## src/rtl/robber_tx_uart.sv

```systemverilog
// Byte FIFO plus 8N1 serial transmitter for the robber_language core output stream.
// almost_full lets the upstream controller stall the core before a worst-case expansion overflows the FIFO.
module robber_tx_uart #(
  parameter int DEPTH     = 16,
  parameter int CLK_DIV   = 868,
  parameter int AF_MARGIN = 3
) (
  input  logic                     clk,
  input  logic                     reset,
  input  logic [7:0]               data_in,
  input  logic                     data_in_valid,
  input  logic                     clear_overflow,
  output logic                     almost_full,
  output logic                     overflow,
  output logic [$clog2(DEPTH):0]   fifo_level,
  output logic                     tx_busy,
  output logic                     txd
);

  localparam int AW = $clog2(DEPTH);
  localparam int LW = AW + 1;
  localparam int DW = $clog2(CLK_DIV);
  localparam logic [LW-1:0] LVL_FULL = LW'(DEPTH);
  localparam logic [LW-1:0] LVL_AF   = LW'(DEPTH - AF_MARGIN);
  localparam logic [DW-1:0] DIV_LAST = DW'(CLK_DIV - 1);

  typedef enum logic [1:0] {S_IDLE, S_START, S_DATA, S_STOP} state_t;

  logic [7:0]    r_mem [DEPTH];
  logic [AW-1:0] r_wptr, r_rptr;
  logic [LW-1:0] r_level;
  logic          r_af, r_ovf;
  state_t        r_state;
  logic [DW-1:0] r_div;
  logic [2:0]    r_bit;
  logic [7:0]    r_shift;
  logic          r_txd, r_busy;

  logic          w_pop, w_wr, w_drop, w_tick;
  logic [LW-1:0] w_level_nxt;

  // A full FIFO still accepts a byte when the head is leaving in the same cycle.
  assign w_pop  = (r_state == S_IDLE) && (r_level != '0);
  assign w_wr   = data_in_valid && ((r_level != LVL_FULL) || w_pop);
  assign w_drop = data_in_valid && !w_wr;
  assign w_tick = (r_div == DIV_LAST);

  always_comb begin
    w_level_nxt = r_level;
    if (w_wr && !w_pop)      w_level_nxt = r_level + 1'b1;
    else if (!w_wr && w_pop) w_level_nxt = r_level - 1'b1;
  end

  always_ff @(posedge clk) begin
    if (w_wr) r_mem[r_wptr] <= data_in;
  end

  always_ff @(posedge clk or posedge reset) begin
    if (reset) begin
      r_wptr  <= '0;
      r_rptr  <= '0;
      r_level <= '0;
      r_af    <= 1'b0;
      r_ovf   <= 1'b0;
    end else begin
      if (w_wr)  r_wptr <= r_wptr + 1'b1;
      if (w_pop) r_rptr <= r_rptr + 1'b1;
      r_level <= w_level_nxt;
      r_af    <= (w_level_nxt >= LVL_AF);
      // A fresh drop beats a simultaneous clear.
      if (w_drop)              r_ovf <= 1'b1;
      else if (clear_overflow) r_ovf <= 1'b0;
    end
  end

  always_ff @(posedge clk or posedge reset) begin
    if (reset) begin
      r_state <= S_IDLE;
      r_div   <= '0;
      r_bit   <= '0;
      r_shift <= '0;
      r_txd   <= 1'b1;
      r_busy  <= 1'b0;
    end else begin
      case (r_state)
        S_IDLE: begin
          r_txd  <= 1'b1;
          r_busy <= 1'b0;
          if (w_pop) begin
            r_shift <= r_mem[r_rptr];
            r_div   <= '0;
            r_state <= S_START;
            r_txd   <= 1'b0;
            r_busy  <= 1'b1;
          end
        end
        S_START: begin
          if (w_tick) begin
            r_div   <= '0;
            r_bit   <= '0;
            r_state <= S_DATA;
            r_txd   <= r_shift[0];
          end else begin
            r_div <= r_div + 1'b1;
          end
        end
        S_DATA: begin
          if (w_tick) begin
            r_div <= '0;
            if (r_bit == 3'd7) begin
              r_state <= S_STOP;
              r_txd   <= 1'b1;
            end else begin
              r_bit   <= r_bit + 1'b1;
              r_shift <= {1'b0, r_shift[7:1]};
              r_txd   <= r_shift[1];
            end
          end else begin
            r_div <= r_div + 1'b1;
          end
        end
        S_STOP: begin
          if (w_tick) begin
            r_div   <= '0;
            r_state <= S_IDLE;
            r_busy  <= 1'b0;
          end else begin
            r_div <= r_div + 1'b1;
          end
        end
        default: r_state <= S_IDLE;
      endcase
    end
  end

  assign almost_full = r_af;
  assign overflow    = r_ovf;
  assign fifo_level  = r_level;
  assign tx_busy     = r_busy;
  assign txd         = r_txd;

endmodule

```

## config.mk

```make
export PLATFORM = sky130hd
export DESIGN_NAME = robber_tx_uart
export DESIGN_NICKNAME = d
export VERILOG_FILES = /design/src/rtl/robber_tx_uart.sv
export SDC_FILE = /design/constraint.sdc
export NUM_CORES = 1
export LEC_CHECK = 0
export ABC_AREA = 1
export CAP_MARGIN = 20
export CORE_MARGIN = 8
export CORE_UTILIZATION = 25
export DETAILED_ROUTE_END_ITERATION = 12
export SETUP_SLACK_MARGIN = 0.1
export SLEW_MARGIN = 20
export SYNTH_ARGS = -nofsm -noshare
export SYNTH_HDL_FRONTEND = slang
export SYNTH_SLANG_ARGS = --single-unit
```

## constraint.sdc

```tcl
create_clock -name clk -period 4.44 [get_ports clk]
set_input_delay 0.888 -clock clk [delete_from_list [all_inputs] [get_ports clk]]
set_output_delay 0.888 -clock clk [all_outputs]
set_load 0.1 [all_outputs]
```

==> impl_results.md, run 1 <==
- Status: finished, final reports clean
- Syn Inst Count: ~700
- Antenna Nets Post-Route: 0
- PwrDens: 465 nW/um^2
- Vias: between 5000 and 6000
- Final Max Slew Viols: 0
- Drt drc: 0
- Clk_skew: roughly 0.011 ns
- TNS Setup: 0 ns
- Unrepaired setup endpoints after global routing: no
- Vias in the first global route: 4872
- WP buf/inv: 1
- Fillcell total: ~3100
- Min Clock Period, post-route: between 3 and 4 ns
- Seq pwr share: a little under half
- Slowest CP cell: clkdlybuf4s50_1
- Hold-fix buffer count after cts: 0
- Fin crit share: 69.0%
- H-tree Lvls: 4
- Deepest clock path buffer count: 2
- Die Ht: about 190 um
- Pint: roughly 2.8 mW
- Placement Rows: between 60 and 70
- Initial core utilization: 25.4%
- Post-synth cell types: 38
- Seq/Total Area, Yosys: 64.3%
- Synthesis-to-layout area growth: 15.5%
- Post-Syn Area: between 7000 and 8000 sq um
- Yosys Warn Count: 0
- DR pass1 iterations: 5
- Total gr overflow: 0
- FF+latch area: a little under 5000 sq um
- CP max stage delay: around 1.2 ns
- Setup crit end kind: output pin
- Critical path's top delay family: buffers and inverters
- Avg Vias per Cell: 4.40
- P_sw: between 1 and 1.5 mW
- Multi-input gate area: 2330 sq um
- HPWL after detailed placement: around 12000 um
- Fmax: around 0.33 GHz
- CTS tree: yes
- Worst-path fanout max: 8
- Synth Register Bits: 168
- Clock sink total: between 150 and 200
- Final Setup Violations: 0
- Switching share of power: 30.5%
- Setup Fix Bufs, Post-CTS: 0
- Maxcap violations: 0
- Slew headroom: approximately a third
- Total leakage power: 3.38 nW
- Post-CTS Resized: 0
- Final #Nets: between 700 and 800
- Largest net degree at the start of global routing: between 50 and 60
- Cell Chain, Critical Path: clkdlybuf4s50_1
- Grt met2 use: roughly 17%
- Design Power: around 4.0 mW
- First-pass GRT wire length: ~28000 um
- Clock power share: a little over a third
- Synth Area per Inst: around 10 sq um
- Slew of the pin with the lowest slew margin: between 0.9 and 1 ns
- Initial antenna violation count: 0
- CP startpoint kind: flip-flop
- Worst path arrival time: 2.18 ns
- Gr usage total: ~10%
- Critical Path RT: about 3.6 ns
- I/O pin count: 21
- Mapped Nets: 747
- Worst hold-check path type: flip-flop to flip-flop
- Most Crowded Layer GR: met2
- Clk pin slew, worst setup/hold paths: 0.07 ns
- Logic pwr share: between 10% and 20%
- ANT cells: 0
- Met1 Use GR: ~13%
- Final count of hold timing violations: 0
- Die width: between 150 and 200 um
- IR drop worst, VDD: roughly 240 uV
- Share of cells above drive strength 1: between 8 and 9%
- Initial DRC Count: 529
- RD Place Congestion: just under 0.8
- Clk_lat worst skew: about 0.43 ns
- Total Wirelength: between 15000 and 20000 um
- Root Driver: clkbuf_16
- Port buffer count: 20
- Core Region: between 20000 and 30000 sq um
- Wire per inst: approximately 15 um
- Critical path type: flip-flop to output pin
- Die Area: ~36000 sq um
- CTS buffer count: 17
- Grt met3 use: between 1.5 and 2%
flip-flops by register name (all words and copies together) (netlist names):
signal,cells
tx_busy,1
r_wptr,4
r_rptr,4
fifo_level,5
r_state,2
overflow,1
almost_full,1
r_mem,128
r_shift,8
r_bit,3
r_div,10
txd,1
path summary, 6_finish.rpt:
| kind | cells after the start | to | from | slack [ns] |
|---|---|---|---|---|
| setup / recovery | 1 | fifo_level[2] | fifo_level[2] | 1.38 |
| min in group asynchronous | 2 | fifo_level[2] | reset | 0.86 |
| hold / removal | 2 | txd | txd | 0.46 |
| max in group asynchronous | 3 | r_rptr[0] | reset | 2.88 |
| setup reg to reg | 8 | r_mem[15][7] | r_state[0] | 1.95 |
| hold reg to reg | 2 | txd | txd | 0.46 |
final cells by class:
cell class	instances	area share [%]
tap	390	5.61
timing repair buffer	23	2.56
clock inverter	14	1.87
multi-input combinational	467	26.8
clock buffer	17	4.89
inverter	60	2.62
sequential	168	55.7
placed cells by master, fill, tap and decap left out, types with 3 or more instances in the layout:
cell type        instances
clkbuf_16               17
nor2_1                  84
nand2_1                178
nor2_4                   3
o211ai_1                 9
edfxtp_1               128
inv_2                    5
ha_1                    15
inv_6                    4
dfrtp_1                 38
buf_4                    3
nand2_2                  5
inv_1                   51
o21ai_1                  9
clkinv_4                 4
clkinv_1                 3
xor2_1                  10
nand3_1                 53
nand3b_1                 3
o21ai_0                 45
clkdlybuf4s50_1         20
a21oi_1                 31
Yosys cell counts (all sizes together):
cell type / number / share of area [%]
nand2: 185 / 9.6
edfxtp: 128 / 51
nor2: 91 / 5.3
inv: 58 / 2.9
nand3: 57 / 4.3
o21ai: 54 / 3.6
dfrtp: 39 / 13
a21oi: 31 / 2.1
buf: 15 / 1.3
ha: 15 / 2.5
clkbuf: 10 / 0.50
xor2: 10 / 1.2
o211ai: 9 / 0.90
nand3b: 3 / 0.30
clkinv: 2 / 0.10
nand4: 2 / 0.25
nor3: 2 / 0.20
or2: 2 / 0.17
xnor2: 2 / 0.23
a21boi: 1 / 0.10
a31oi: 1 / 0.083
a41oi: 1 / 0.12
dfstp: 1 / 0.35
o21a: 1 / 0.10
cells by family after synthesis:
group	share of synthesized area, %
AOI/OAI and AO/OA	6.94
adders and majority gates	2.49
DFF	64.3
buffers and inverters	4.80
xor gates and xnor gates	1.39
and+or+nand+nor	20.1
per-stage QoR:
step                utilization [%]  hold slack [ns]  cell area (sq um)  std cells  setup WS (ns)
global placement               27.4            0.457               8110       1108           1.38
global route                   29.4            0.472               8700       1139           1.31
finish                         29.4            0.465               8700       1139           1.38
floorplan                         -            0.446               7540        720           1.73
CTS                            29.4            0.467               8700       1139           1.35
detailed placement             27.4            0.454               8110       1108           1.36
worst min-delay path, cell delays in order (launching register included):
cell,delay [ns]
dfstp_2,0.37
nand2_1,0.05
nand2_1,0.04
power groups by stage:
stage	logic (mW)	registers [mW]	clock network, mW
6_report	0.652	1.94	1.46
5_1_grt	0.718	1.95	1.54
4_1_cts	0.662	1.94	1.48
3_5_place_dp	0.659	1.97	0
3_3_place_gp	0.655	1.97	0
2_1_floorplan	0.307	2.12	0
routing by layer:
metal / up-vias / routed length, um
li1: 2451 / -
met1: 2428 / 7810
met2: 105 / 8650
met3: 26 / 563
met4: 0 / 497
met5: - / 0
Power figures use the tool's default switching activity.
==> run 2: changes to the inputs <==
==> constraint.sdc (replaced) <==
create_clock -name clk -period 2.5 [get_ports clk]
set_input_delay 0.5 -clock clk [delete_from_list [all_inputs] [get_ports clk]]
set_output_delay 0.5 -clock clk [all_outputs]
set_load 0.1 [all_outputs]
==> impl_results.md, run 2 (synthesized netlist as in run 1, its figures left out) <==
- Status: finished, final reports clean
- Root Driver: clkbuf_16
- CP startpoint kind: flip-flop
- Total leakage power: 3.57 nW (+5.6%)
- Worst hold-check path type: flip-flop to flip-flop
- Vias in the first global route: 5128 (+5.3%)
- Final count of hold timing violations: 0 (unchanged)
- Setup Fix Bufs, Post-CTS: 0 (unchanged)
- Maxcap violations: 0 (unchanged)
- Core Region: 29600 sq um (unchanged)
- Final #Nets: 796 (+4.2%)
- Gr usage total: 10.2% (+0.24 points)
- Slew of the pin with the lowest slew margin: 0.577 ns (-0.403 ns)
- Worst path arrival time: 2.31 ns (+0.13 ns)
- Fin worst setup slack: 0.340 ns (-1.04 ns)
- Total gr overflow: 0 (unchanged)
- Die width: 190 um (unchanged)
- RD Place Congestion: 0.809 (+4.4%)
- WP buf/inv: 3 (+2)
- Post-layout util: 30.3% (+0.89 points)
- Avg Vias per Cell: 4.41 (+0.15%)
- Antenna Nets Post-Route: 0 (unchanged)
- Final Non-Filler Cells: 1172 (+2.9%)
- Fillcell total: 3092 (-0.16%)
- Min Clock Period, post-route: between 2 and 2.5 ns
- Pre-CTS setup slack: 0.117 ns (-1.24 ns)
- Fmax: roughly 0.46 GHz
- Synthesis-to-layout area growth: 19.0%
- Placement Rows: 63 (unchanged)
- Critical path's top delay family: simple AND/OR/NAND/NOR gates
- Clk_lat worst skew: 0.43 ns (about the same)
- FF-to-FF Start: r_state[0]
- Total Wirelength: 17900 um (+2.4%)
- Critical path origin: r_state[0]
- Final Max Slew Viols: 0 (unchanged)
- Port buffer count: 20 (unchanged)
- Unrepaired setup endpoints after global routing: no
- H-tree Lvls: 4 (unchanged)
- DR pass1 iterations: 5 (unchanged)
- Hold_sp: r_bit[2]
- Largest net degree at the start of global routing: 77 (+38%)
- FF+latch area: 4850 sq um (about the same)
- Post-CTS Resized: 0 (unchanged)
- Die Ht: 190 um (unchanged)
- Register with the most flip-flops: r_mem
- Deepest clock path buffer count: 2 (unchanged)
- Share of cells above drive strength 1: 13.6% (+5.3 points)
- CTS tree: yes
- Slowest CP cell: dfrtp_1
- Initial DRC Count: 578 (+9.3%)
- Most common cell after layout, fill and taps aside: nand2_1
- I/O pin count: 21 (unchanged)
- Critical Path RT: 2.65 ns (-0.90 ns)
- Max reg flops: 128 (unchanged)
- HPWL after detailed placement: 11900 um (+1.9%)
- Drt drc: 0 (unchanged)
- Critical path type: flip-flop to flip-flop
- CP max stage delay: 0.41 ns (-0.80 ns)
- PwrDens: 823 nW/um^2 (+77%)
- TNS Setup: 0 ns (unchanged)
- Initial core utilization: 25.4% (unchanged)
- First-pass GRT wire length: 28300 um (+2.4%)
- ANT cells: 0 (unchanged)
- Die Area: 36000 sq um (unchanged)
- Most frequent cells in the layout: nand2_1 (178), edfxtp_1 (128), nor2_1 (84), nand3_1 (53), inv_1 (51)
- CTS buffer count: 17 (unchanged)
- Clk pin slew, worst setup/hold paths: 0.07 ns (about the same)
- Setup crit end kind: flip-flop
- Hold-fix buffer count after cts: 0 (unchanged)
- Biggest regs: r_mem (128), r_div (10), r_shift (8)
- Clock sink total: 168 (unchanged)
- Slew headroom: 61.5% (+27 points)
- Cell Chain, Critical Path: inv_1 -> ha_1 -> inv_2 -> nand2_2 -> nor2_4 -> nor2_8 -> nand2_1 -> nor2_1 -> buf_4
- Final Setup Violations: 0 (unchanged)
- Design Power: 7.38 mW (+82%)
- Multi-input gate area: 2330 sq um (unchanged)
- Placed insts: 1140 (+2.9%)
- IR drop worst, VDD: 474 uV (+94%)
- Worst-path fanout max: 10 (+2)
- Fin crit share: between 80% and 90%
- Wire per inst: 15.3 um (-0.48%)
- Initial antenna violation count: 0 (unchanged)
- Clk_skew: 0.0107 ns (+0.00000160 ns)
- Vias: 5163 (+3.1%)
[run 2: final timing paths]
| check | slack [ns] | end | cells after the start |
|---|---|---|---|
| worst max register to register | 0.34 | r_mem[13][2] | 9 |
| worst max-delay path | 0.34 | r_mem[13][2] | 9 |
| worst min register to register | 0.48 | r_bit[2] | 2 |
| max in group asynchronous | 1.60 | r_rptr[0] | 3 |
| worst min-delay path | 0.48 | r_bit[2] | 2 |
| min in group asynchronous | 0.51 | r_wptr[2] | 3 |
[run 2: through the flow]
| step | area [sq um] | hold WS [ns] |
|---|---|---|
| after CTS | 8970 | 0.484 |
| after global placement | 8350 | 0.462 |
| after floorplan | 7540 | 0.446 |
| after detailed placement | 8350 | 0.466 |
| after global routing | 8970 | 0.498 |
| final | 8970 | 0.484 |
[run 2: final cells by class]
class | count | area share (%)
Tap cell | 390 | 5.44
Inverter | 60 | 2.54
Timing Repair Buffer | 55 | 5.05
Clock inverter | 14 | 2.12
Multi-Input combinational cell | 467 | 26.0
Clock buffer | 18 | 4.79
Sequential cell | 168 | 54.1
[run 2: power breakdown]
group | leakage, nW | internal (mW) | switching, mW | total, mW
clock network | 0.297 | 1.60 | 1.13 | 2.73
registers | 1.64 | 3.30 | 0.150 | 3.45
logic | 1.63 | 0.325 | 0.885 | 1.21
total | 3.57 | 5.22 | 2.16 | 7.38
[run 2: layer usage]
layer / vias to the layer above / global-route usage, % / share of wire, % / routed length, um
met5: - / 0 / 0 / 0
met4: 0 / 4.03 / 2.0 / 352
met3: 22 / 1.65 / 4.3 / 768
met2: 118 / 17.8 / 51 / 9070
met1: 2510 / 12.5 / 43 / 7760
li1: 2513 / - / - / -
[run 2: tightest hold or removal path, delay by kind of cell, from the launching register on]
family           cells  cell delay (ns)
and+or+nand+nor      2             0.10
DFF                  1             0.35
==> run 3: changes to the inputs <==
--- a/config.mk
+++ b/config.mk
@@ -6,7 +6,6 @@
 export NUM_CORES = 1
 export LEC_CHECK = 0
 export ABC_AREA = 1
-export CAP_MARGIN = 20
 export CORE_MARGIN = 8
 export CORE_UTILIZATION = 25
 export DETAILED_ROUTE_END_ITERATION = 12
==> results of run 3 <==
Same layout as run 2: the final DEF is identical, and so are final timing and power.
